--- config.mk ---
export PLATFORM = sky130hd
export DESIGN_NAME = demosaic_mul_arbiter
export DESIGN_NICKNAME = d
export VERILOG_FILES = /design/src/rtl/demosaic_mul_pkg.sv /design/src/rtl/demosaic_rr_arbiter.sv /design/src/rtl/demosaic_mul_arbiter.sv
export SDC_FILE = /design/constraint.sdc
export NUM_CORES = 1
export LEC_CHECK = 0
export ABC_AREA = 1
export ABC_CLOCK_PERIOD_IN_PS = 7500
export CELL_PAD_IN_SITES_DETAIL_PLACEMENT = 1
export CELL_PAD_IN_SITES_GLOBAL_PLACEMENT = 2
export CORE_UTILIZATION = 33
export CTS_CLUSTER_DIAMETER = 40
export CTS_CLUSTER_SIZE = 8
export DETAILED_ROUTE_END_ITERATION = 6
export HOLD_SLACK_MARGIN = 0.03
export PLACE_DENSITY = 0.79
export SLEW_MARGIN = 15
export SYNTH_ARGS = -nofsm -noshare
export SYNTH_HDL_FRONTEND = slang
export SYNTH_HIERARCHICAL = 1
export SYNTH_SLANG_ARGS = --single-unit
--- constraint.sdc ---
create_clock -name ap_clk -period 7.5 [get_ports ap_clk]
set_clock_uncertainty 0.05 [all_clocks]
set_input_delay 1.125 -clock ap_clk [delete_from_list [all_inputs] [get_ports ap_clk]]
set_output_delay 1.125 -clock ap_clk [all_outputs]
set_load 0.1 [all_outputs]
--- src/rtl/demosaic_mul_pkg.sv ---
// rtl/demosaic_mul_pkg.sv - shared widths and pipeline slot type for the demosaic multiplier arbiter
// Contents: operand/product widths, tag width helper, pipeline slot struct.
package demosaic_mul_pkg;

  localparam int A_W     = 20;
  localparam int B_W     = 8;
  localparam int P_W     = 27;
  localparam int MAX_REQ = 8;

  // Index width for n requesters; never narrower than one bit.
  function automatic int tag_width(input int n);
    return (n < 2) ? 1 : $clog2(n);
  endfunction

  // Slot tags are sized for the largest supported requester count.
  localparam int TAG_W = tag_width(MAX_REQ);

  typedef struct packed {
    logic             valid;
    logic [TAG_W-1:0] tag;
    logic [P_W-1:0]   prod;
  } slot_t;

endpackage

--- src/rtl/demosaic_rr_arbiter.sv ---
// rtl/demosaic_rr_arbiter.sv - round-robin one-hot grant with last-winner pointer
// Ports:
//   clk, rst_n : clock, asynchronous active-low reset
//   req        : per-requester request
//   en         : grant enable (0 forces grant to zero)
//   accept     : handshake completed this cycle; pointer moves to the winner
//   grant      : one-hot or zero grant, combinational
module demosaic_rr_arbiter
  import demosaic_mul_pkg::*;
#(
  parameter int NUM_REQ = 4
) (
  input  logic               clk,
  input  logic               rst_n,
  input  logic [NUM_REQ-1:0] req,
  input  logic               en,
  input  logic               accept,
  output logic [NUM_REQ-1:0] grant
);

  localparam int PW = tag_width(NUM_REQ);

  logic [PW-1:0] ptr_q, ptr_d;
  logic [PW-1:0] win_idx;
  logic          found;
  int            idx;

  // Search starts just after the last winner and wraps around.
  always_comb begin
    grant   = '0;
    win_idx = ptr_q;
    found   = 1'b0;
    idx     = 0;
    for (int off = 1; off <= NUM_REQ; off++) begin
      idx = int'(ptr_q) + off;
      if (idx >= NUM_REQ) idx = idx - NUM_REQ;
      if (en && !found && req[idx]) begin
        found      = 1'b1;
        grant[idx] = 1'b1;
        win_idx    = PW'(idx);
      end
    end
  end

  always_comb begin
    ptr_d = ptr_q;
    if (accept) ptr_d = win_idx;
  end

  // Pointer starts at the last requester so requester 0 wins first.
  always_ff @(posedge clk or negedge rst_n) begin
    if (!rst_n) ptr_q <= PW'(NUM_REQ - 1);
    else        ptr_q <= ptr_d;
  end

endmodule

--- src/rtl/demosaic_mul_arbiter.sv ---
// rtl/demosaic_mul_arbiter.sv - shared pipelined 20x8 multiplier with round-robin requesters
// Ports:
//   ap_clk, ap_rst_n : clock, asynchronous active-low reset
//   en               : grant enable; pipeline drains while low
//   req_valid/ready  : per-requester operand handshake (ready is one-hot, combinational)
//   req_a, req_b     : packed operands, requester i at [i*W +: W]
//   rsp_valid        : one-cycle result strobe per requester
//   rsp_p            : truncated product during the strobe
//   inflight, busy   : products in the pipeline, and inflight != 0
module demosaic_mul_arbiter
  import demosaic_mul_pkg::*;
#(
  parameter int NUM_REQ    = 4,
  parameter int MUL_STAGES = 3
) (
  input  logic                            ap_clk,
  input  logic                            ap_rst_n,
  input  logic                            en,
  input  logic [NUM_REQ-1:0]              req_valid,
  output logic [NUM_REQ-1:0]              req_ready,
  input  logic [NUM_REQ*A_W-1:0]          req_a,
  input  logic [NUM_REQ*B_W-1:0]          req_b,
  output logic [NUM_REQ-1:0]              rsp_valid,
  output logic [P_W-1:0]                  rsp_p,
  output logic [$clog2(MUL_STAGES+1)-1:0] inflight,
  output logic                            busy
);

  localparam int CNT_W  = $clog2(MUL_STAGES + 1);
  // Intermediate slots between acceptance and the output registers.
  localparam int PIPE_N = (MUL_STAGES > 1) ? MUL_STAGES - 1 : 1;

  logic             accept;
  logic             retire;
  logic [A_W-1:0]   sel_a;
  logic [B_W-1:0]   sel_b;
  logic [TAG_W-1:0] sel_tag;
  slot_t            stage_in;
  slot_t            last_in;
  slot_t            slot_q [PIPE_N];
  slot_t            slot_d [PIPE_N];

  logic [NUM_REQ-1:0] rsp_valid_q, rsp_valid_d;
  logic [P_W-1:0]     rsp_p_q, rsp_p_d;
  logic [CNT_W-1:0]   inflight_q, inflight_d;
  logic               busy_q, busy_d;

  demosaic_rr_arbiter #(.NUM_REQ(NUM_REQ)) u_arb (
    .clk    (ap_clk),
    .rst_n  (ap_rst_n),
    .req    (req_valid),
    .en     (en),
    .accept (accept),
    .grant  (req_ready)
  );

  assign accept = |(req_valid & req_ready);
  assign retire = |rsp_valid_q;

  always_comb begin
    sel_a   = '0;
    sel_b   = '0;
    sel_tag = '0;
    for (int i = 0; i < NUM_REQ; i++) begin
      if (req_ready[i]) begin
        sel_a   = req_a[i*A_W +: A_W];
        sel_b   = req_b[i*B_W +: B_W];
        sel_tag = TAG_W'(i);
      end
    end
  end

  // The product is formed ahead of the first register; the total
  // register count from acceptance to rsp_* is still MUL_STAGES.
  always_comb begin
    stage_in.valid = accept;
    stage_in.tag   = sel_tag;
    stage_in.prod  = P_W'(sel_a) * P_W'(sel_b);
  end

  always_comb begin
    for (int k = 0; k < PIPE_N; k++) slot_d[k] = slot_q[k];
    slot_d[0] = stage_in;
    for (int k = 1; k < PIPE_N; k++) slot_d[k] = slot_q[k-1];
    last_in = (MUL_STAGES > 1) ? slot_q[PIPE_N-1] : stage_in;
  end

  always_comb begin
    rsp_valid_d = '0;
    for (int i = 0; i < NUM_REQ; i++) begin
      rsp_valid_d[i] = last_in.valid && (last_in.tag == TAG_W'(i));
    end
    rsp_p_d = last_in.prod;
  end

  // A product counts as in flight until its strobe cycle ends.
  always_comb begin
    inflight_d = inflight_q;
    if (accept && !retire)      inflight_d = inflight_q + CNT_W'(1);
    else if (!accept && retire) inflight_d = inflight_q - CNT_W'(1);
    busy_d = (inflight_d != '0);
  end

  always_ff @(posedge ap_clk or negedge ap_rst_n) begin
    if (!ap_rst_n) begin
      for (int k = 0; k < PIPE_N; k++) slot_q[k] <= '0;
      rsp_valid_q <= '0;
      rsp_p_q     <= '0;
      inflight_q  <= '0;
      busy_q      <= 1'b0;
    end else begin
      for (int k = 0; k < PIPE_N; k++) slot_q[k] <= slot_d[k];
      rsp_valid_q <= rsp_valid_d;
      rsp_p_q     <= rsp_p_d;
      inflight_q  <= inflight_d;
      busy_q      <= busy_d;
    end
  end

  assign rsp_valid = rsp_valid_q;
  assign rsp_p     = rsp_p_q;
  assign inflight  = inflight_q;
  assign busy      = busy_q;

endmodule

After elaboration in Yosys (flattened, before gate mapping). Index checks and enable logic that the tools add are counted. W data, S select, Z words.

Logic and storage cells: 117. Register bits: 98. Input bits: 119.

Multiplexer cells: 48. Multiply operators: 1. Magnitude comparators: 12. Reductions and logical operators: 28. $add $sub $neg: 10. Equal/unequal tests: 3. Bitwise gates (word level): 4.

Operator list (number): $ge A32 B1 Y1 const B (4); $ge A32 B4 Y1 const B (4); $lt A32 B4 Y1 const B (4); $mux W32 (4); $sub A32 B4 Y32 const B (4); $mux W20 (4); $mux W8 (4); $mul A20 B8 Y27 (1); $logic_and A1 B1 Y1 (17); $mux W1 (16); $mux W4 (4); $mux W2 (6); $or A4 B4 Y4 (3); $bmux W1 S2 (4); $demux W1 S2 (4); $reduce_or A4 Y1 (2); $add A2 B2 Y3 const B (2); $eq A3 B2 Y1 const B (2); $mux W3 (2); $logic_not A1 Y1 (5); $add A2 B3 Y4 const B (1); $and A4 B4 Y4 (1); $reduce_bool A4 Y1 (1); $add A2 B1 Y3 const B (1); 6 further kinds (6).

Logic depth before layout (Yosys ltp). Gate-level depths: netlist of run 1.

Depth after elaboration: 27. Mapped depth: 38.

Modules after synthesis. The synthesis of run 1 kept the hierarchy.

By module, submodules not included: demosaic_mul_arbiter (area each 8858.5 sq um, cells each 1051, times used 1, sequential area each 2352.3 sq um); demosaic_rr_arbiter (area each 634.4 sq um, cells each 93, times used 1, sequential area each 52.6 sq um).

Least setup slack after synthesis of run 1. No wires, ideal clock.

Path type: input port to flip-flop. Start: input port req_valid[0]. End: register, netlist name slot_d[18]. Arrival time: 7.176 ns. Slack: 0.150 ns. Stages on the path: 28. Library setup time: 0.124 ns. Cells stage by stage: nand2_1 > nand2_1 > nand2_1 > nand2_1 > nand4_4 > clkinv_2 > nand2_1 > nand4_1 > nor2_4 > inv_2 > buf_6 > o21bai_4 > buf_4 > nor2_1 > fa_1 > fa_1 > fa_1 > inv_1 > fa_1 > inv_1 > ha_1 > nand2_1 > inv_1 > a21oi_1 > nand2_1 > nand3_1 > nand2_1 > xor2_1.

RTL lines: start, declared (line demosaic_mul_arbiter.sv:19) `input logic [NUM_REQ-1:0] req_valid,`.

==> results.cfg, run 1 <==
[outcome]
status = complete, no violations

[timing]
period_share_pct = 94.5
finalSetupTns_ns = 0
slew_violations = 0
max_freq_mhz = 141
period_minus_slack_ns = 7.09
setup_viol_count_final = 0
hold_viol_final = 0
slew_headroom_pct = 31.5
tightest_slew_ns = 1.02

[place]
gp_congestion = 0.833
post_dp_cell_area_mm2 = 0.0120
hpwlAfterDp_mm = 24.2
io_buffers = 156
placed_cells = 1729

[routing]
vias_per_cell = 4.65
post_drt_wl_per_cell_um = 16.2
drt-total-wl_mm = 28.3
drcViolationCount = 0
drt_first_pass_iters = 4
drtAntennaViolNets = 0
drtIter0Drc = 403
num_vias = 8125

[logic_synthesis]
synth_warnings = 6
yosysMostFrequentCell = nand2_1
syn_area_mm2 = 0.00949
synth-async-reset-ratio_pct = 100
synth_area_leader_cell = dfrtp_1
synthFlopType = dfrtp_1
yosys-top-cells-count = nand2_1, inv_1, nor2_1, fa_1, dfrtp_1
postSynthCellCount = 1144
synth_seq_cells = 96
synth_area_leaders = dfrtp_1, fa_1, nand2_1
synth_edf_count = 0
yosysSeqAreaShare_pct = 25.3
syn_nets = 1423
postSynthAreaPerCell_um2 = 8.30
synth.distinct_cells = 44
synth_top_area_share_pct = 24.8

[global_routing]
grt_pass1_vias = 8977
antenna_found_initial = 0
gr-total-overflow = 0
grt_max_degree = 75
grt_pass1_wl_mm = 47.2
grt_use_total_pct = 20.9

[floorplanning]
start_util_pct = 33.9
pin_count = 157
die_w_um = 172
die_y_um = 172
core-area_mm2 = 0.0280
num_rows = 61
dieArea_mm2 = 0.0294

[critical_path]
slowest_delay_ns = 0.57
crit_type = input pin to register
worstPathRequired_ns = 7.73
start_kind = input pin
crit_arrival_ns = 7.32
critPathMostFrequentCell = nand2_1
cp_max_fo = 8
crit_slowest_cell = fa_1
end_kind = register

[final_layout]
area_delta_synth_final_pct = 30.0
instances_no_fill = 1748
final_net_count = 1644
layout-drive-gt1-share_pct = 12.1
n_antenna_cell = 0
fin_area_mm2 = 0.0123
postLayoutCoreUtil_pct = 44.1

[clocking]
clock_path_buffers = 2
root_buffer = clkbuf_16
cts_inserted_buffers = 9
clkSinkCount = 96
cts_tree = done
path_clk_slew_ns = 0.07
h-tree-depth = 3
clk_latency_ns = 0.35

[hold_path]
hold_class = register to register

[run]
drv_cap = 0
-- cell type report --
type | instances | area (um^2)
fillers | 3372 | 15700
multi-input cells | 768 | 5930
flip-flops and latches | 96 | 2410
repair buffers | 232 | 2250
inverters | 258 | 978
well taps | 378 | 473
clock buffers | 10 | 239
clock inverters | 6 | 61.3
-- routing by layer --
layer	part of all wire, %	global-route usage, %	wire length (um)	up-vias
met5	0	0	0	-
met4	1.8	5.32	504	0
met3	2.7	1.82	773	32
met2	50	36.5	14100	123
met1	46	27.5	12900	4066
li1	-	-	-	3904
-- final timing paths --
check | start | to | slack, ns | cells after the start
min in group asynchronous | ap_rst_n | rsp_valid[0] | 0.60 | 1
worst max-delay path | req_valid[0] | slot_d[24] | 0.41 | 29
worst min register to register | rsp_p_d[14] | rsp_p[14] | 0.29 | 0
max in group asynchronous | ap_rst_n | rsp_p_d[19] | 5.60 | 2
worst min-delay path | rsp_p_d[14] | rsp_p[14] | 0.29 | 0
worst max register to register | u_arb/ptr_q[1] | slot_d[24] | 0.47 | 32
-- per-stage QoR --
step	worst slack [ns]	hold slack, ns
global placement	0.104	0.281
finish	0.415	0.293
CTS	0.379	0.294
detailed placement	0.0262	0.286
global route	-0.00152	0.295
floorplan	0.150	0.281
-- kinds of logic (layout without fill, tap and decap cells) --
group | after synthesis | in the layout | share of synthesized area [%]
adders and majority gates | 160 | 160 | 29.6
buffers and inverters | 280 | 506 | 12.3
xor gates and xnor gates | 13 | 13 | 1.20
and+or+nand+nor | 494 | 494 | 22.5
AOI/OAI and AO/OA | 101 | 101 | 9.16
DFF | 96 | 96 | 25.3
-- registers in the layout (all words and copies together) (netlist names) --
signal	count
busy	1
inflight	2
last_in	3
rsp_p	27
rsp_p_d	27
rsp_valid	4
slot_d	30
u_arb/ptr_q	2
-- what timing repair did --
action	CTS	global route
endpoints found under the setup margin	0	4
hold buffers	0	0
gates resized for setup	0	5
setup buffers	0	3
-- worst max-delay path: cells and delay by family --
family | cells | cell delay (ns)
compound gates | 1 | 0.32
simple gates | 14 | 1.95
buf+inv | 9 | 1.56
fa+ha+maj | 5 | 2.31
-- cells in the final DEF, fill, tap and decap left out, types with 10 or more instances in the layout --
cell type          n
a21oi_1           19
a22o_1            20
buf_12            10
buf_4             67
clkdlybuf4s50_1  155
dfrtp_1           94
fa_1             107
ha_1              53
inv_1            242
inv_2             11
nand2_1          255
nand3_1           41
nand4_1           16
nor2_1           141
o21bai_2          13
o22ai_1           21
Power of run 1 is left out: the tool's default activity adds up to more than one toggle a clock period on the data nets, which glitch-free logic cannot reach.
==> run 2: changes to the inputs <==
- CELL_PAD_IN_SITES_DETAIL_PLACEMENT: 1 -> unset
- CELL_PAD_IN_SITES_GLOBAL_PLACEMENT: 2 -> unset
- CORE_UTILIZATION: 33 -> 40
- PLACE_DENSITY: 0.79 -> 0.59
==> run 2 against run 1 <==
  * Routed wire length is 18% lower
  * Utilization grew 6.9 points
  * Global-route usage is essentially flat
  * Count of clock-buffer cells in the layout fell by 1
==> results.cfg, run 2 (synthesis gave the netlist of run 1 again) <==
[timing]
period_minus_slack_ns = 7.02
slew_headroom_pct = 32.6
setup_viol_count_final = 0
period_share_pct = 93.6
finalSetupTns_ns = 0
hold_viol_final = 0
max_freq_mhz = 143
rsz0062_at_grt = false
slew_violations = 0
whs_ns = 0.294
tightest_slew_ns = 1.01

[critical_path]
crit_slowest_cell = clkdlybuf4s50_1
critPathTopFamily = adder cells
rr_startpoint = u_arb/ptr_q[1]
worst-r2r-cell-count = 28
cp_max_fo = 18
critPathBufInv = 7
end_kind = register
crit_type = input pin to register
r2r-end = slot_d[12]
r2r_slack_ns = 0.50
crit_arrival_ns = 7.21
start_kind = input pin
worstPathRequired_ns = 7.69
slowest_delay_ns = 0.59

[floorplanning]
die_y_um = 156
core-area_mm2 = 0.0234
start_util_pct = 40.6
dieArea_mm2 = 0.0244
pin_count = 157
num_rows = 56
die_w_um = 156

[clocking]
cts_resized = 0
clk_latency_ns = 0.35
post_cts_buffers = 0
h-tree-depth = 3
root_buffer = clkbuf_16
clkSinkCount = 96
cts_inserted_buffers = 9
holdBufCountCts = 0
clock_path_buffers = 2
path_clk_slew_ns = 0.07
cts_tree = done

[final_layout]
mostFrequentLayoutCell = nand2_1
final_net_count = 1605
largest_reg_flops = 30
layout_common_cells = nand2_1, inv_1, clkdlybuf4s50_1
area_delta_synth_final_pct = 25.6
layout-drive-gt1-share_pct = 9.32
n_antenna_cell = 0
fillCellCount = 2313

[place]
io_buffers = 156
gp_congestion = 0.850
hpwlAfterDp_mm = 19.6

[global_routing]
grt_pass1_wl_mm = 39.9
grt_max_degree = 76
grt_pass1_vias = 8096
antenna_found_initial = 0
gr-total-overflow = 0
grt_use_total_pct = 20.8

[hold_path]
hp-start = rsp_p_d[20]
hold_class = register to register
whs_endpoint = rsp_p[20]
whs_path_depth = 0

[outcome]
status = complete, no violations

[routing]
drtIter0Drc = 464
drcViolationCount = 0
post_drt_wl_per_cell_um = 14.0
vias_per_cell = 4.78
drt_first_pass_iters = 5
num_vias = 7894
drtAntennaViolNets = 0
drt-total-wl_mm = 23.1

[run]
drv_cap = 0
==> run 2: worst max path at each step <==
stage	startpoint	endpoint	slack, ns	cells after the start
finish	req_valid[3]	slot_d[12]	0.48	27
global route	u_arb/ptr_q[1]	slot_d[25]	0.01	32
CTS	u_arb/ptr_q[1]	slot_d[18]	0.43	30
detailed placement	req_valid[3]	slot_d[26]	0.10	30
global placement	req_valid[3]	slot_d[18]	0.08	29
floorplan	req_valid[0]	slot_d[18]	0.15	28
==> run 2: area by class of cell <==
cell class	count	area (um^2)	area share, %
multi-input combinational	768	5920	49.7
sequential	96	2400	20.2
timing repair buffer	193	1920	16.1
inverter	258	975	8.17
tap	319	399	3.35
clock buffer	9	225	1.89
clock inverter	7	76.3	0.640
==> run 2: through the flow <==
stage / setup WS, ns / area (um^2) / utilization [%] / cells
after floorplan: 0.150 / 9490 / - / 1144
after global placement: 0.0828 / 11600 / 49.7 / 1634
after detailed placement: 0.103 / 11600 / 49.7 / 1634
after CTS: 0.428 / 11900 / 51.0 / 1650
after global routing: 0.0111 / 11900 / 51.0 / 1650
final: 0.483 / 11900 / 51.0 / 1650
==> run 2: layer usage <==
layer / routed length, um / up-vias / track usage, %
met3: 897 / 36 / 2.14
met4: 582 / 0 / 6.63
met1: 10100 / 3811 / 26.8
met5: 0 / - / 0
li1: - / 3831 / -
met2: 11600 / 216 / 36.5
Power of run 2 is left out for the same reason.
